[src/rtl/mult_pkg.sv]
// Shared definitions for the pipelined multiplier: default widths, operand
// extension helper and the default stage payload layout.
package mult_pkg;

  localparam int unsigned DEFAULT_WORD_WIDTH = 8;
  localparam int unsigned DEFAULT_TAG_WIDTH  = 4;
  localparam int unsigned MAX_WORD_WIDTH     = 64;

  typedef struct packed {
    logic [2*DEFAULT_WORD_WIDTH-1:0] product;
    logic [DEFAULT_TAG_WIDTH-1:0]    tag;
  } stage_payload_t;

  // Extends the low 'width' bits of value by one bit (sign or zero fill); the
  // fill is replicated up to the full return width so callers may slice freely.
  function automatic logic [MAX_WORD_WIDTH:0] extend_operand(
    input logic [MAX_WORD_WIDTH-1:0] value,
    input logic                      is_signed,
    input int unsigned               width
  );
    logic                    fill;
    logic [5:0]              sign_idx;
    logic [6:0]              idx;
    logic [MAX_WORD_WIDTH:0] result;
    sign_idx = 6'(width - 1);
    fill     = is_signed & value[sign_idx];
    result   = {1'b0, value};
    for (int unsigned i = 0; i <= MAX_WORD_WIDTH; i++) begin
      idx = 7'(i);
      if (i >= width) result[idx] = fill;
    end
    return result;
  endfunction

endpackage

[src/rtl/pipelined_multiplier_pipe_stage.sv]
// One elastic register stage: loads whenever it is empty or its downstream
// neighbour advances in the same cycle.
module pipe_stage #(
  parameter int unsigned DATA_WIDTH = 1,
  parameter bit          RESET_DATA = 1'b0
) (
  input  logic                  clk,
  input  logic                  reset,
  input  logic                  up_valid,
  input  logic [DATA_WIDTH-1:0] up_data,
  output logic                  load,
  input  logic                  down_ready,
  output logic                  valid,
  output logic [DATA_WIDTH-1:0] data
);

  assign load = !valid || down_ready;

  always_ff @(posedge clk) begin
    if (reset)     valid <= 1'b0;
    else if (load) valid <= up_valid;
  end

  // Data only moves on a real transfer, so an emptied stage keeps its last value.
  generate
    if (RESET_DATA) begin : g_reset_data
      always_ff @(posedge clk) begin
        if (reset)                data <= '0;
        else if (load && up_valid) data <= up_data;
      end
    end else begin : g_plain_data
      always_ff @(posedge clk) begin
        if (load && up_valid) data <= up_data;
      end
    end
  endgenerate

endmodule

[src/rtl/pipelined_multiplier.sv]
// Elastic pipelined multiplier with per-operand signedness and a sideband tag;
// the product is formed combinationally ahead of a chain of pipe_stage registers.
module pipelined_multiplier #(
  parameter int unsigned WORD_WIDTH  = mult_pkg::DEFAULT_WORD_WIDTH,
  parameter int unsigned PIPE_STAGES = 3,
  parameter int unsigned TAG_WIDTH   = mult_pkg::DEFAULT_TAG_WIDTH
) (
  input  logic                    clk,
  input  logic                    reset,
  input  logic                    in_valid,
  output logic                    in_ready,
  input  logic [WORD_WIDTH-1:0]   a,
  input  logic [WORD_WIDTH-1:0]   b,
  input  logic                    a_signed,
  input  logic                    b_signed,
  input  logic [TAG_WIDTH-1:0]    in_tag,
  output logic                    out_valid,
  input  logic                    out_ready,
  output logic [2*WORD_WIDTH-1:0] y,
  output logic [TAG_WIDTH-1:0]    out_tag
);
  import mult_pkg::*;

  localparam int unsigned PROD_WIDTH = 2 * WORD_WIDTH;
  localparam int unsigned FULL_WIDTH = 2 * WORD_WIDTH + 2;

  typedef struct packed {
    logic [PROD_WIDTH-1:0] product;
    logic [TAG_WIDTH-1:0]  tag;
  } payload_t;

  localparam int unsigned PAYLOAD_WIDTH = $bits(payload_t);

  logic [MAX_WORD_WIDTH-1:0]    a_wide, b_wide;
  logic [MAX_WORD_WIDTH:0]      a_tmp, b_tmp;
  logic [WORD_WIDTH:0]          a_ext, b_ext;
  logic signed [FULL_WIDTH-1:0] a_full, b_full, full_product;
  payload_t                     in_payload;
  logic                         unused_bits;

  // (W+1)x(W+1) signed multiply covers all four signedness modes exactly.
  always_comb begin
    a_wide                   = '0;
    b_wide                   = '0;
    a_wide[WORD_WIDTH-1:0]   = a;
    b_wide[WORD_WIDTH-1:0]   = b;
    a_tmp                    = extend_operand(a_wide, a_signed, WORD_WIDTH);
    b_tmp                    = extend_operand(b_wide, b_signed, WORD_WIDTH);
    a_ext                    = a_tmp[WORD_WIDTH:0];
    b_ext                    = b_tmp[WORD_WIDTH:0];
    a_full                   = {{(WORD_WIDTH+1){a_ext[WORD_WIDTH]}}, a_ext};
    b_full                   = {{(WORD_WIDTH+1){b_ext[WORD_WIDTH]}}, b_ext};
    full_product             = a_full * b_full;
    in_payload.product       = full_product[PROD_WIDTH-1:0];
    in_payload.tag           = in_tag;
  end

  assign unused_bits = ^{a_tmp, b_tmp, full_product};

  // Ready chain runs from the output stage back to stage 0 through each load.
  generate
    for (genvar k = 0; k < PIPE_STAGES; k++) begin : g_stage
      logic     up_valid;
      payload_t up_data;
      logic     down_ready;
      logic     load;
      logic     valid;
      payload_t data;

      if (k == 0) begin : g_first
        assign up_valid = in_valid;
        assign up_data  = in_payload;
      end else begin : g_mid
        assign up_valid = g_stage[k-1].valid;
        assign up_data  = g_stage[k-1].data;
      end

      if (k == PIPE_STAGES - 1) begin : g_last
        assign down_ready = out_ready;
      end else begin : g_inner
        assign down_ready = g_stage[k+1].load;
      end

      pipe_stage #(
        .DATA_WIDTH (PAYLOAD_WIDTH),
        .RESET_DATA (k == PIPE_STAGES - 1)
      ) u_stage (
        .clk        (clk),
        .reset      (reset),
        .up_valid   (up_valid),
        .up_data    (up_data),
        .load       (load),
        .down_ready (down_ready),
        .valid      (valid),
        .data       (data)
      );
    end
  endgenerate

  assign in_ready  = g_stage[0].load;
  assign out_valid = g_stage[PIPE_STAGES-1].valid;
  assign y         = g_stage[PIPE_STAGES-1].data.product;
  assign out_tag   = g_stage[PIPE_STAGES-1].data.tag;

endmodule

[config.mk]
export PLATFORM = sky130hd
export DESIGN_NAME = pipelined_multiplier
export DESIGN_NICKNAME = d
export VERILOG_FILES = /design/src/rtl/mult_pkg.sv /design/src/rtl/pipelined_multiplier_pipe_stage.sv /design/src/rtl/pipelined_multiplier.sv
export SDC_FILE = /design/constraint.sdc
export NUM_CORES = 1
export LEC_CHECK = 0
export ABC_AREA = 0
export CAP_MARGIN = 20
export CORE_AREA = 5 5 107 129
export CTS_CLUSTER_SIZE = 28
export DETAILED_ROUTE_END_ITERATION = 10
export DIE_AREA = 0 0 112 134
export PLACE_DENSITY = 0.67
export REMOVE_ABC_BUFFERS = 1
export SLEW_MARGIN = 20
export SYNTH_ARGS = -nofsm -noshare
export SYNTH_HDL_FRONTEND = slang
export SYNTH_SLANG_ARGS = --single-unit
[constraint.sdc]
create_clock -name clk -period 6.3 [get_ports clk]
set_clock_uncertainty 0.15 [all_clocks]
set_input_delay 1.89 -clock clk [delete_from_list [all_inputs] [get_ports clk]]
set_output_delay 1.89 -clock clk [all_outputs]
set_load 0.1 [all_outputs]
==> impl.org, run 1 <==
** Synthesis
- Proportion of synthesized flip-flops having asynchronous set or reset :: 0%
- Among all flip-flop cells after synthesis, the most frequent one is sky130_fd_sc_hd__edfxtp_1.
- Avg Inst Size Synth :: 10.3 sq um
- Synthesized netlist cell count :: 470
- Ranked by instance count, the synthesized netlist is headed by sky130_fd_sc_hd__inv_1 (91), sky130_fd_sc_hd__nand2_1 (76), sky130_fd_sc_hd__fa_1 (63), sky130_fd_sc_hd__edfxtp_1 (40).
- The largest total area in the synthesized netlist belongs to sky130_fd_sc_hd__fa_1.
- Cell area after synthesis :: 0.00482 sq mm
- Cell types occupying the most area after synthesis :: sky130_fd_sc_hd__fa_1 (26%), sky130_fd_sc_hd__edfxtp_1 (25%), sky130_fd_sc_hd__dfxtp_1 (9.6%), sky130_fd_sc_hd__ha_1 (8.6%), sky130_fd_sc_hd__inv_1 (7.1%)
- For this run, the number of Yosys warnings is 0.
- After synthesis, flip-flops and latches occupy 34.5% of the total area.
- The share of synthesized area in the top cell type comes to 26.2%.
- Number of library cell types mapped by synthesis :: 37
- Synthesis inferred 63 register bits.
- In this run, synthesis inferred 40 flip-flops with an integrated enable.
- Most frequently used cell type in the post-synthesis netlist :: sky130_fd_sc_hd__inv_1

** Timing
- The number of hold-slack violations in the final timing report came to 0.
- Transition at the pin with the smallest max-transition slack :: 986 ps
- Setup violations remaining at the end of the flow were counted as 0.
- Count of pins over their slew limit :: 0
- Share of the clock period used by the worst path after layout :: 98.0%
- In the post-route analysis, the smallest setup slack over all paths is 129 ps.
- Sum of negative setup slack :: 0 ps
- The worst path in the final design needs a cycle of 6170 ps, including I/O delays and setup.
- On the final layout, the worst hold slack is 265 ps.
- Max_slew headroom :: 34.0%
- Based on the critical path, the design can be clocked at up to 162 MHz.

** Routing
- The detail route stage leaves a number of antenna-violating nets equal to 0.
- DRC violation total after the first TritonRoute iteration :: 133
- Summed over all layers, the routed wires come to 9650 um.
- Met2 WL post-DR :: 5120 um
- In the final routing, the length of wire on met1 measures 3990 um.
- Average wire length per cell after detail routing :: 13.1 um
- Detailed-route via count :: 3385
- Remaining design rule violation count :: 0
- Post-DR vias/cell :: 4.58
- Highest Signal Layer :: met4
- After detailed routing, the met3 layer carries 333 um of wire.
- For this run, the detailed router's first-pass iteration total came to 4.

** Clock tree
- Worst skew pair latency :: 320 ps
- The clock tree synthesis step divided the H-tree into 3 levels.
- CTS saw 63 sinks.
- Clock-pin slew was measured on the worst setup and hold paths at 50 ps.
- CTS Hold Bufs :: 0
- TritonCTS built the clock tree.
- Clock buffer count from CTS :: 9
- The clock passes through at most 2 buffers.
- In this run the clock root is driven by a sky130_fd_sc_hd__clkbuf_16.

** Floorplanning
- Core ar. :: 0.0124 sq mm
- Initial Utilization :: 38.7%
- Die outline area :: 0.0150 sq mm
- Die width :: 112 um
- Standard-cell row count :: 45
- I/O pin count :: 48
- Measured along the y axis, the die boundary spans 134 um.

** Power and ir drop
- Net switching power :: 931 uW
- In this run, the clock network consumes 16.8% of the power.
- Part of the power in combinational logic :: 60.6%
- Per report_power, the sequential group accounts for 22.6% of the total.
- Net switching is 35.9% of the power.
- In this run the static leakage power is 0.00286 uW.
- Cell-internal power :: 1660 uW
- VDD sags by at most 210 uV.
- Power density relative to cell area :: 405 mW/mm^2

** GRT
- The initial antenna violation count came to 0.
- Entering global routing, the biggest net connects 24 pins.
- Number of global-route vias before repair :: 3555
- The total overflow left after global routing is 0.
- For this run, the total global-route usage over all layers was measured as 13.0%.
- The first global-routing pass estimated 16000 um of wire.

** Status
- The flow ran to the end, and the final reports show no timing, DRC or antenna violations.

** Placement
- At the end of routability-driven placement, the weighted congestion stood at 0.879.
- Summing all placed instances gives a cell area of 0.00583 sq mm.
- In this run the tool buffered the top-level ports with 47 buffer cells.
- Post-detail-place hpwl :: 7520 um
- Place WS :: -842 ps

** Finish
- After filler insertion, the fill cell instance count of the layout stands at 1115.
- The area growth from synthesis to layout is 32.8%.
- Area used by multi-input combinational logic :: 0.00300 sq mm
- In the final layout, flip-flops and latches occupy 0.00166 sq mm.
- The final layout contains 692 nets.
- The finished cells cover 0.00640 sq mm.
- Share of cells above drive strength 1 :: 19.0%
- The repair_antennas step left the layout with diodes totalling 0.
- Cells fill 51.4% of the core in the end.

** Critical path
- Nature of the critical path startpoint :: primary input
- Maximum fanout count along the critical path :: 9
- Critical path arrival :: 6150 ps
- At the worst endpoint, the required time is 6280 ps.
- The critical path in this run is classified as in2reg.
- Critical path capture point type :: flip-flop

** Hold path
- Worst min-delay path category :: reg2reg

** Job
- Max cap viols :: 0
per-layer routing:
layer / up-vias / global-route usage, %
li1: 1658 / -
met1: 1652 / 15.1
met2: 59 / 23.9
met3: 16 / 2.44
met4: 0 / 4.88
met5: - / 0
registers in the layout, summed over array words and instances, names as in the netlist:
name / count
g_stage.u_stage.valid: 3
g_stage.u_stage.data: 60
critical path, stage by stage:
cell and delay (ps):
sky130_fd_sc_hd__dlygate4sd2_1 400, sky130_fd_sc_hd__and3_4 270, sky130_fd_sc_hd__fa_2 510, sky130_fd_sc_hd__fa_1 550, sky130_fd_sc_hd__inv_1 50, sky130_fd_sc_hd__fa_1 520, sky130_fd_sc_hd__inv_1 60, sky130_fd_sc_hd__fa_1 480
sky130_fd_sc_hd__ha_1 350, sky130_fd_sc_hd__ha_4 280, sky130_fd_sc_hd__o21ai_0 160, sky130_fd_sc_hd__nand2b_1 100, sky130_fd_sc_hd__a2111o_1 440, sky130_fd_sc_hd__o311ai_2 80
cell type report:
class                   instances  area share [%]
inverters                      91            5.34
clock inverters                 1          0.0586
clock buffers                  15            4.18
flip-flops and latches         63            26.0
well taps                     164            3.21
repair buffers                105            14.4
multi-input cells             300            46.9
cell usage in the layout (no fill, tap or decap), types with 2 or more instances in the layout:
cell                              count
sky130_fd_sc_hd__nand2_1             76
sky130_fd_sc_hd__ha_1                21
sky130_fd_sc_hd__nand3_1              4
sky130_fd_sc_hd__clkbuf_2             2
sky130_fd_sc_hd__nor2_1              14
sky130_fd_sc_hd__fa_2                 4
sky130_fd_sc_hd__ha_2                 2
sky130_fd_sc_hd__dlygate4sd2_1        9
sky130_fd_sc_hd__a21oi_1             25
sky130_fd_sc_hd__clkdlybuf4s50_1     30
sky130_fd_sc_hd__and2_1              32
sky130_fd_sc_hd__nor3_1               2
sky130_fd_sc_hd__clkbuf_16            9
sky130_fd_sc_hd__a21o_1               2
sky130_fd_sc_hd__dlymetal6s2s_1       5
sky130_fd_sc_hd__buf_6                7
sky130_fd_sc_hd__nand2b_1             2
sky130_fd_sc_hd__clkbuf_8             2
sky130_fd_sc_hd__inv_1               89
sky130_fd_sc_hd__and3_4               3
sky130_fd_sc_hd__buf_4               52
sky130_fd_sc_hd__edfxtp_1            40
sky130_fd_sc_hd__fa_1                59
sky130_fd_sc_hd__dfxtp_1             23
sky130_fd_sc_hd__or2_1                3
sky130_fd_sc_hd__xnor2_1             14
sky130_fd_sc_hd__nand3_2              2
sky130_fd_sc_hd__inv_2                2
sky130_fd_sc_hd__ha_4                10
sky130_fd_sc_hd__clkbuf_1             4
kinds of logic after synthesis:
| group | Yosys count | synth area share (%) |
|---|---|---|
| adder cells (fa/ha/maj) | 96 | 34.7 |
| AO/OA/AOI/OAI | 40 | 5.14 |
| buffers and inverters | 107 | 8.36 |
| XOR/XNOR | 15 | 2.73 |
| AND/OR/NAND/NOR | 148 | 14.4 |
| flip-flops | 63 | 34.5 |
| multiplexers | 1 | 0.234 |
power by group through the flow:
stage | combinational [uW] | clock (uW) | sequential [uW]
floorplan | 775 | 0 | 627
finish | 1570 | 435 | 586
detailed placement | 1240 | 0 | 595
global placement | 1190 | 0 | 591
global route | 1750 | 474 | 593
CTS | 1460 | 447 | 587
stage by stage:
| stage | instances | total power, uW |
|---|---|---|
| 2_1_floorplan | 454 | 1400 |
| 3_3_place_gp | 717 | 1780 |
| 3_5_place_dp | 717 | 1830 |
| 4_1_cts | 736 | 2490 |
| 5_1_grt | 739 | 2820 |
| 6_report | 739 | 2590 |
worst paths after layout:
path,to,startpoint,depth (start not counted),slack (ps)
worst min-delay path,g_stage[1].u_stage.data[7],g_stage[0].u_stage.data[7],0,260
worst max register to register,g_stage[2].u_stage.data[8],g_stage[2].u_stage.valid,4,4540
worst max-delay path,g_stage[0].u_stage.data[18],b[1],14,130
worst min register to register,g_stage[1].u_stage.data[7],g_stage[0].u_stage.data[7],0,260
timing repair:
item	in CTS	in global routing
resized for setup	36	27
buffers inserted	3	3
pin swaps	24	23
endpoints found under the setup margin	5	6
No activity file was read; power rests on OpenSTA's default activity.
==> run 2, diff against run 1 <==
--- a/config.mk
+++ b/config.mk
@@ -8,6 +8,7 @@
 export ABC_AREA = 0
 export CAP_MARGIN = 20
 export CORE_AREA = 5 5 107 129
+export CTS_CLUSTER_DIAMETER = 60
 export CTS_CLUSTER_SIZE = 28
 export DETAILED_ROUTE_END_ITERATION = 10
 export DIE_AREA = 0 0 112 134
==> results of run 2 <==
Final layout, timing and power as in run 1 (identical DEF).
==> RTL change 1, RTL diff (settings of run 1) <==
Set the package constant `DEFAULT_TAG_WIDTH` to 6 (it was 4).
--- a/src/rtl/mult_pkg.sv
+++ b/src/rtl/mult_pkg.sv
@@ -3,7 +3,7 @@
 package mult_pkg;
 
   localparam int unsigned DEFAULT_WORD_WIDTH = 8;
-  localparam int unsigned DEFAULT_TAG_WIDTH  = 4;
+  localparam int unsigned DEFAULT_TAG_WIDTH  = 6;
   localparam int unsigned MAX_WORD_WIDTH     = 64;
 
   typedef struct packed {
Ports: changed (resized in_tag and out_tag); port bits go from 48 to 52. The function was not compared with the original's and may differ.
==> RTL change 1 against run 1 <==
- combinational power fell by 8%
- setup slack improved by 0.049 ns
- routed wire length rose by 3.0%
- critical path depth rose by 1
- area after synthesis rose by 4.0%
- utilization rose by 1.4 points
- cell area rose by 2.8%
- total power fell by 1.8%
- first-iteration DRC count fell by 0.75%
- global-route usage rose by 0.48 points
- sequential cell count rose by 6
- sequential power rose by 8.0%
- largest cell class unchanged
- largest power group unchanged
==> RTL change 1: results (changes against run 1) <==
{
  "area_share_clock_buf_inv": {"value": 0.0422, "change": "-0.000195"},
  "grtUsageTotal": {"value": 0.135, "change": "+0.00478"},
  "gp_routability_congestion": {"value": 0.829, "change": "-5.7%"},
  "worst_max_slew_pin_slew": {"value": 0.974, "unit": "ns", "change": "-0.0129 ns"},
  "wl_met2": {"value": 5270, "unit": "µm", "change": "+2.9%"},
  "min-delay-start": {"value": "g_stage[0].u_stage.data[17]"},
  "synthTopCellsByArea": {"value": "sky130_fd_sc_hd__edfxtp_1, sky130_fd_sc_hd__fa_1, sky130_fd_sc_hd__dfxtp_1, sky130_fd_sc_hd__ha_1, sky130_fd_sc_hd__inv_1"},
  "nonClkBufAreaFrac": {"value": 0.146, "change": "+0.00239"},
  "yosys-mux-area-fraction": {"value": 0.00225, "change": "-0.0000903"},
  "n_multi_input_combinational_cell": {"value": 306, "change": "+2.0%"},
  "power.leakage": {"value": 2.96, "unit": "nW", "change": "+3.6%"},
  "numSequentialCells": {"value": 69, "change": "+9.5%"},
  "fin_cells": {"value": 754, "change": "+2.0%"},
  "drive_gt1_frac": {"value": 0.173, "change": "-0.0167"},
  "dr_wl_met3": {"value": 483, "unit": "µm", "change": "+45%"},
  "worstSetupEndpoint": {"value": "g_stage[0].u_stage.data[20]"},
  "num_vias": {"value": 3525, "change": "+4.1%"},
  "run_status": {"value": "completed"},
  "r2r_slack": {"value": 4.49, "unit": "ns", "change": "-0.05 ns"},
  "fin_util": {"value": 0.529, "change": "+0.0143"},
  "number_of_global_route_vias_before_repair": {"value": 3763, "change": "+5.9%"},
  "worst-path-max-fanout": {"value": 5, "change": "-4"},
  "layout.nets": {"value": 709, "change": "+2.5%"},
  "post_cts.repair.setup_buffers": {"value": 6, "change": "+3"},
  "place.port_buffers": {"value": 51, "change": "+8.5%"},
  "layout_setup_ws": {"value": 0.178, "unit": "ns", "change": "+0.0493 ns"},
  "synth-edff-count": {"value": 44, "change": "+10%"},
  "resize_count_post_cts": {"value": 25, "change": "-31%"},
  "yosys.area_share.adder": {"value": 0.334, "change": "-0.0134"},
  "postRouteWirelength": {"value": 9940, "unit": "µm", "change": "+3.0%"},
  "hold-worst-slack": {"value": 0.264, "unit": "ns", "change": "-0.000367 ns"},
  "grt_pass1_wl": {"value": 16600, "unit": "µm", "change": "+4.0%"},
  "routedLengthMet1": {"value": 4020, "unit": "µm", "change": "+0.80%"},
  "yosysSeqAreaShare": {"value": 0.363, "change": "+0.0186"},
  "yosys.area_share.xor_xnor": {"value": 0.0262, "change": "-0.00105"},
  "place.detailed.instances": {"value": 732, "change": "+2.1%"},
  "post_dp_cell_area": {"value": 0.00605, "unit": "mm²", "change": "+3.7%"},
  "worst_r2r_endpoint": {"value": "g_stage[2].u_stage.data[13]"},
  "timing.hold.worst_endpoint": {"value": "g_stage[1].u_stage.data[17]"}
}
-- RTL change 1: changes by cell type after synthesis --
cell / before / now
sky130_fd_sc_hd__buf_2: 1 / 5
sky130_fd_sc_hd__edfxtp_1: 40 / 44
sky130_fd_sc_hd__nand2_1: 76 / 80
sky130_fd_sc_hd__clkbuf_1: 15 / 12
sky130_fd_sc_hd__a21oi_1: 25 / 27
sky130_fd_sc_hd__dfxtp_1: 23 / 25
sky130_fd_sc_hd__a21boi_0: 0 / 1
sky130_fd_sc_hd__a21boi_1: 1 / 0
-- RTL change 1: power breakdown --
group | switching [mW] | total [mW] | internal (mW)
Combinational | 0.718 | 1.45 | 0.729
Sequential | 0.0193 | 0.633 | 0.614
Clock | 0.161 | 0.464 | 0.304
Total | 0.898 | 2.54 | 1.65
-- RTL change 1: worst max-delay path, stage by stage --
cell and delay [ns]:
sky130_fd_sc_hd__dlygate4sd2_1 0.29, sky130_fd_sc_hd__buf_4 0.17, sky130_fd_sc_hd__or2_1 0.25, sky130_fd_sc_hd__fa_1 0.50, sky130_fd_sc_hd__inv_1 0.05, sky130_fd_sc_hd__fa_1 0.49
sky130_fd_sc_hd__inv_1 0.05, sky130_fd_sc_hd__fa_1 0.48, sky130_fd_sc_hd__fa_1 0.55, sky130_fd_sc_hd__inv_1 0.06, sky130_fd_sc_hd__ha_4 0.25, sky130_fd_sc_hd__ha_4 0.27
sky130_fd_sc_hd__mux2_2 0.34, sky130_fd_sc_hd__a311oi_2 0.26, sky130_fd_sc_hd__o311ai_1 0.13
-- RTL change 1: per-layer routing --
layer	GRT usage	vias to the layer above
li1	-	1707
met1	0.155	1724
met2	0.253	81
met3	0.0253	13
met4	0.0414	0
met5	0	-
==> RTL change 2, RTL diff (flow settings as in run 1) <==
Made on the original files. Make the reset (`reset`) asynchronous in 2 clocked blocks.
--- a/src/rtl/pipelined_multiplier_pipe_stage.sv
+++ b/src/rtl/pipelined_multiplier_pipe_stage.sv
@@ -16,7 +16,7 @@
 
   assign load = !valid || down_ready;
 
-  always_ff @(posedge clk) begin
+  always_ff @(posedge clk or posedge reset) begin
     if (reset)     valid <= 1'b0;
     else if (load) valid <= up_valid;
   end
@@ -24,7 +24,7 @@
   // Data only moves on a real transfer, so an emptied stage keeps its last value.
   generate
     if (RESET_DATA) begin : g_reset_data
-      always_ff @(posedge clk) begin
+      always_ff @(posedge clk or posedge reset) begin
         if (reset)                data <= '0;
         else if (load && up_valid) data <= up_data;
       end
Behaviour: differs if reset is asserted again (counterexample within 4 cycles, from zero or initial values and one cycle with reset high); with reset held inactive, the same outputs for 4 cycles.
==> RTL change 2 against run 1 <==
- total power grew 15%
- die area unchanged
- combinational power grew 15%
- maximum frequency is 0.14% lower
- area after synthesis up 1.5%
- sequential power grew 12%
- setup slack got worse by 0.0087 ns
- worst hold slack got worse by 0.0019 ns
- sequential cell count is the same
- register-to-register slack worse by 0.19 ns
- via count decreased by 6.5%
- routed wire length decreased by 6.1%
- cell area shrank 0.70%
- count of clock-buffer cells in the layout down 3
- critical endpoint unchanged
- largest cell class unchanged
- largest power group unchanged
==> RTL change 2: results (changes against run 1) <==
{
  "n_fill_cell": {"value": 1099, "change": "-1.4%"},
  "max_slew_margin": {"value": 0.346, "change": "+0.00546"},
  "run_status": {"value": "completed"},
  "asyncSetResetFlopFracSynth": {"value": 0.365, "change": "+0.365"},
  "timing.reg2reg.worst_path_depth": {"value": 3, "change": "-1"},
  "grt_pass1_wl": {"value": 15600, "unit": "µm", "change": "-2.5%"},
  "dr.first_iter.drc_count": {"value": 103, "change": "-23%"},
  "gp_routability_congestion": {"value": 0.835, "change": "-5.1%"},
  "routedLengthMet1": {"value": 3740, "unit": "µm", "change": "-6.2%"},
  "crit_path_start": {"value": "b[5]"},
  "power.leakage": {"value": 2.94, "unit": "nW", "change": "+2.9%"},
  "layout.nets": {"value": 642, "change": "-7.2%"},
  "synth_cell_type_count": {"value": 35, "change": "-5.4%"},
  "grt_max_degree": {"value": 24, "change": "unchanged"},
  "numCtsBuffers": {"value": 9, "change": "unchanged"},
  "synthTopCellsByArea": {"value": "sky130_fd_sc_hd__fa_1, sky130_fd_sc_hd__edfxtp_1, sky130_fd_sc_hd__dfrtp_1, sky130_fd_sc_hd__ha_1, sky130_fd_sc_hd__inv_1"},
  "crit_arrival": {"value": 6.17, "unit": "ns", "change": "+0.02 ns"},
  "worst-path-max-fanout": {"value": 4, "change": "-5"},
  "drt-wirelength-per-cell": {"value": 13.1, "unit": "µm", "change": "+0.70%"},
  "number_of_global_route_vias_before_repair": {"value": 3416, "change": "-3.9%"},
  "detailedPlacementHpwl": {"value": 7350, "unit": "µm", "change": "-2.2%"},
  "num_vias": {"value": 3164, "change": "-6.5%"},
  "vdd.ir_drop.worst": {"value": 258, "unit": "µV", "change": "+23%"},
  "drt-pass1-iter-count": {"value": 4, "change": "unchanged"},
  "yosysSeqAreaShare": {"value": 0.363, "change": "+0.0183"},
  "dr_wl_met3": {"value": 323, "unit": "µm", "change": "-3.0%"},
  "worst_r2r_endpoint": {"value": "g_stage[0].u_stage.data[1]"},
  "synth_common_cells": {"value": "sky130_fd_sc_hd__inv_1, sky130_fd_sc_hd__fa_1, sky130_fd_sc_hd__edfxtp_1"},
  "drive_gt1_frac": {"value": 0.185, "change": "-0.00480"},
  "r2r_slack": {"value": 4.35, "unit": "ns", "change": "-0.19 ns"}
}
-- RTL change 2: logic make-up after synthesis --
group,count (synthesis),share of synthesized area
AOI/OAI and AO/OA,16,0.0253
muxes,21,0.0483
xor gates and xnor gates,15,0.0268
and+or+nand+nor,111,0.115
DFF,63,0.363
buffers and inverters,103,0.0798
adders and majority gates,96,0.342
-- RTL change 2: report_power, final --
group / total [mW] / switching, mW / internal, mW
sequential: 0.657 / 0.0378 / 0.620
combinational: 1.80 / 1.00 / 0.799
clock: 0.514 / 0.159 / 0.355
-- RTL change 2: final cells by class --
type	instances	share of cell area
multi-input cells	259	0.455
flip-flops and latches	63	0.280
repair buffers	96	0.130
inverters	91	0.0537
clock buffers	12	0.0388
well taps	164	0.0323
clock inverters	4	0.0108
-- RTL change 2: how the worst min path moves through the flow --
stage                                      from                          end  slack (ns)  cells after the start
floorplan            g_stage[0].u_stage.data[0]   g_stage[1].u_stage.data[0]        0.25                      0
global placement    g_stage[0].u_stage.data[13]  g_stage[1].u_stage.data[13]        0.25                      0
detailed placement  g_stage[0].u_stage.data[17]  g_stage[1].u_stage.data[17]        0.25                      0
CTS                 g_stage[0].u_stage.data[13]  g_stage[1].u_stage.data[13]        0.26                      0
global route         g_stage[0].u_stage.data[4]   g_stage[1].u_stage.data[4]        0.27                      0
finish              g_stage[0].u_stage.data[13]  g_stage[1].u_stage.data[13]        0.26                      0
-- RTL change 2: what timing repair did --
action,4_1_cts,5_1_grt
endpoints found under the setup margin,6,4
pin swaps,18,19
hold buffers,0,0
setup buffers,2,1
resized for setup,26,30
-- RTL change 2: critical path: cells and delay by family --
family | cells | cell delay [ns]
AND/OR/NAND/NOR | 1 | 0.14
AO/OA/AOI/OAI | 4 | 0.76
buffers and inverters | 5 | 0.62
adder cells (fa/ha/maj) | 6 | 2.74
-- RTL change 2: routing by layer --
layer / up-vias / global-route usage
met5: - / 0
met4: 0 / 0.0441
met3: 15 / 0.0248
met2: 60 / 0.229
met1: 1572 / 0.154
li1: 1517 / -
-- RTL change 2: through the flow --
stage | TNS [ns] | instance area [µm²] | setup slack (ns) | cells
final | 0 | 6360 | 0.120 | 689
after global routing | -0.0163 | 6360 | -0.0107 | 689
after CTS | 0 | 6260 | 0.00221 | 688
after detailed placement | -3.55 | 5860 | -0.728 | 670
after global placement | -3.10 | 5860 | -0.643 | 670
after floorplan | 0 | 4850 | 0.000591 | 413
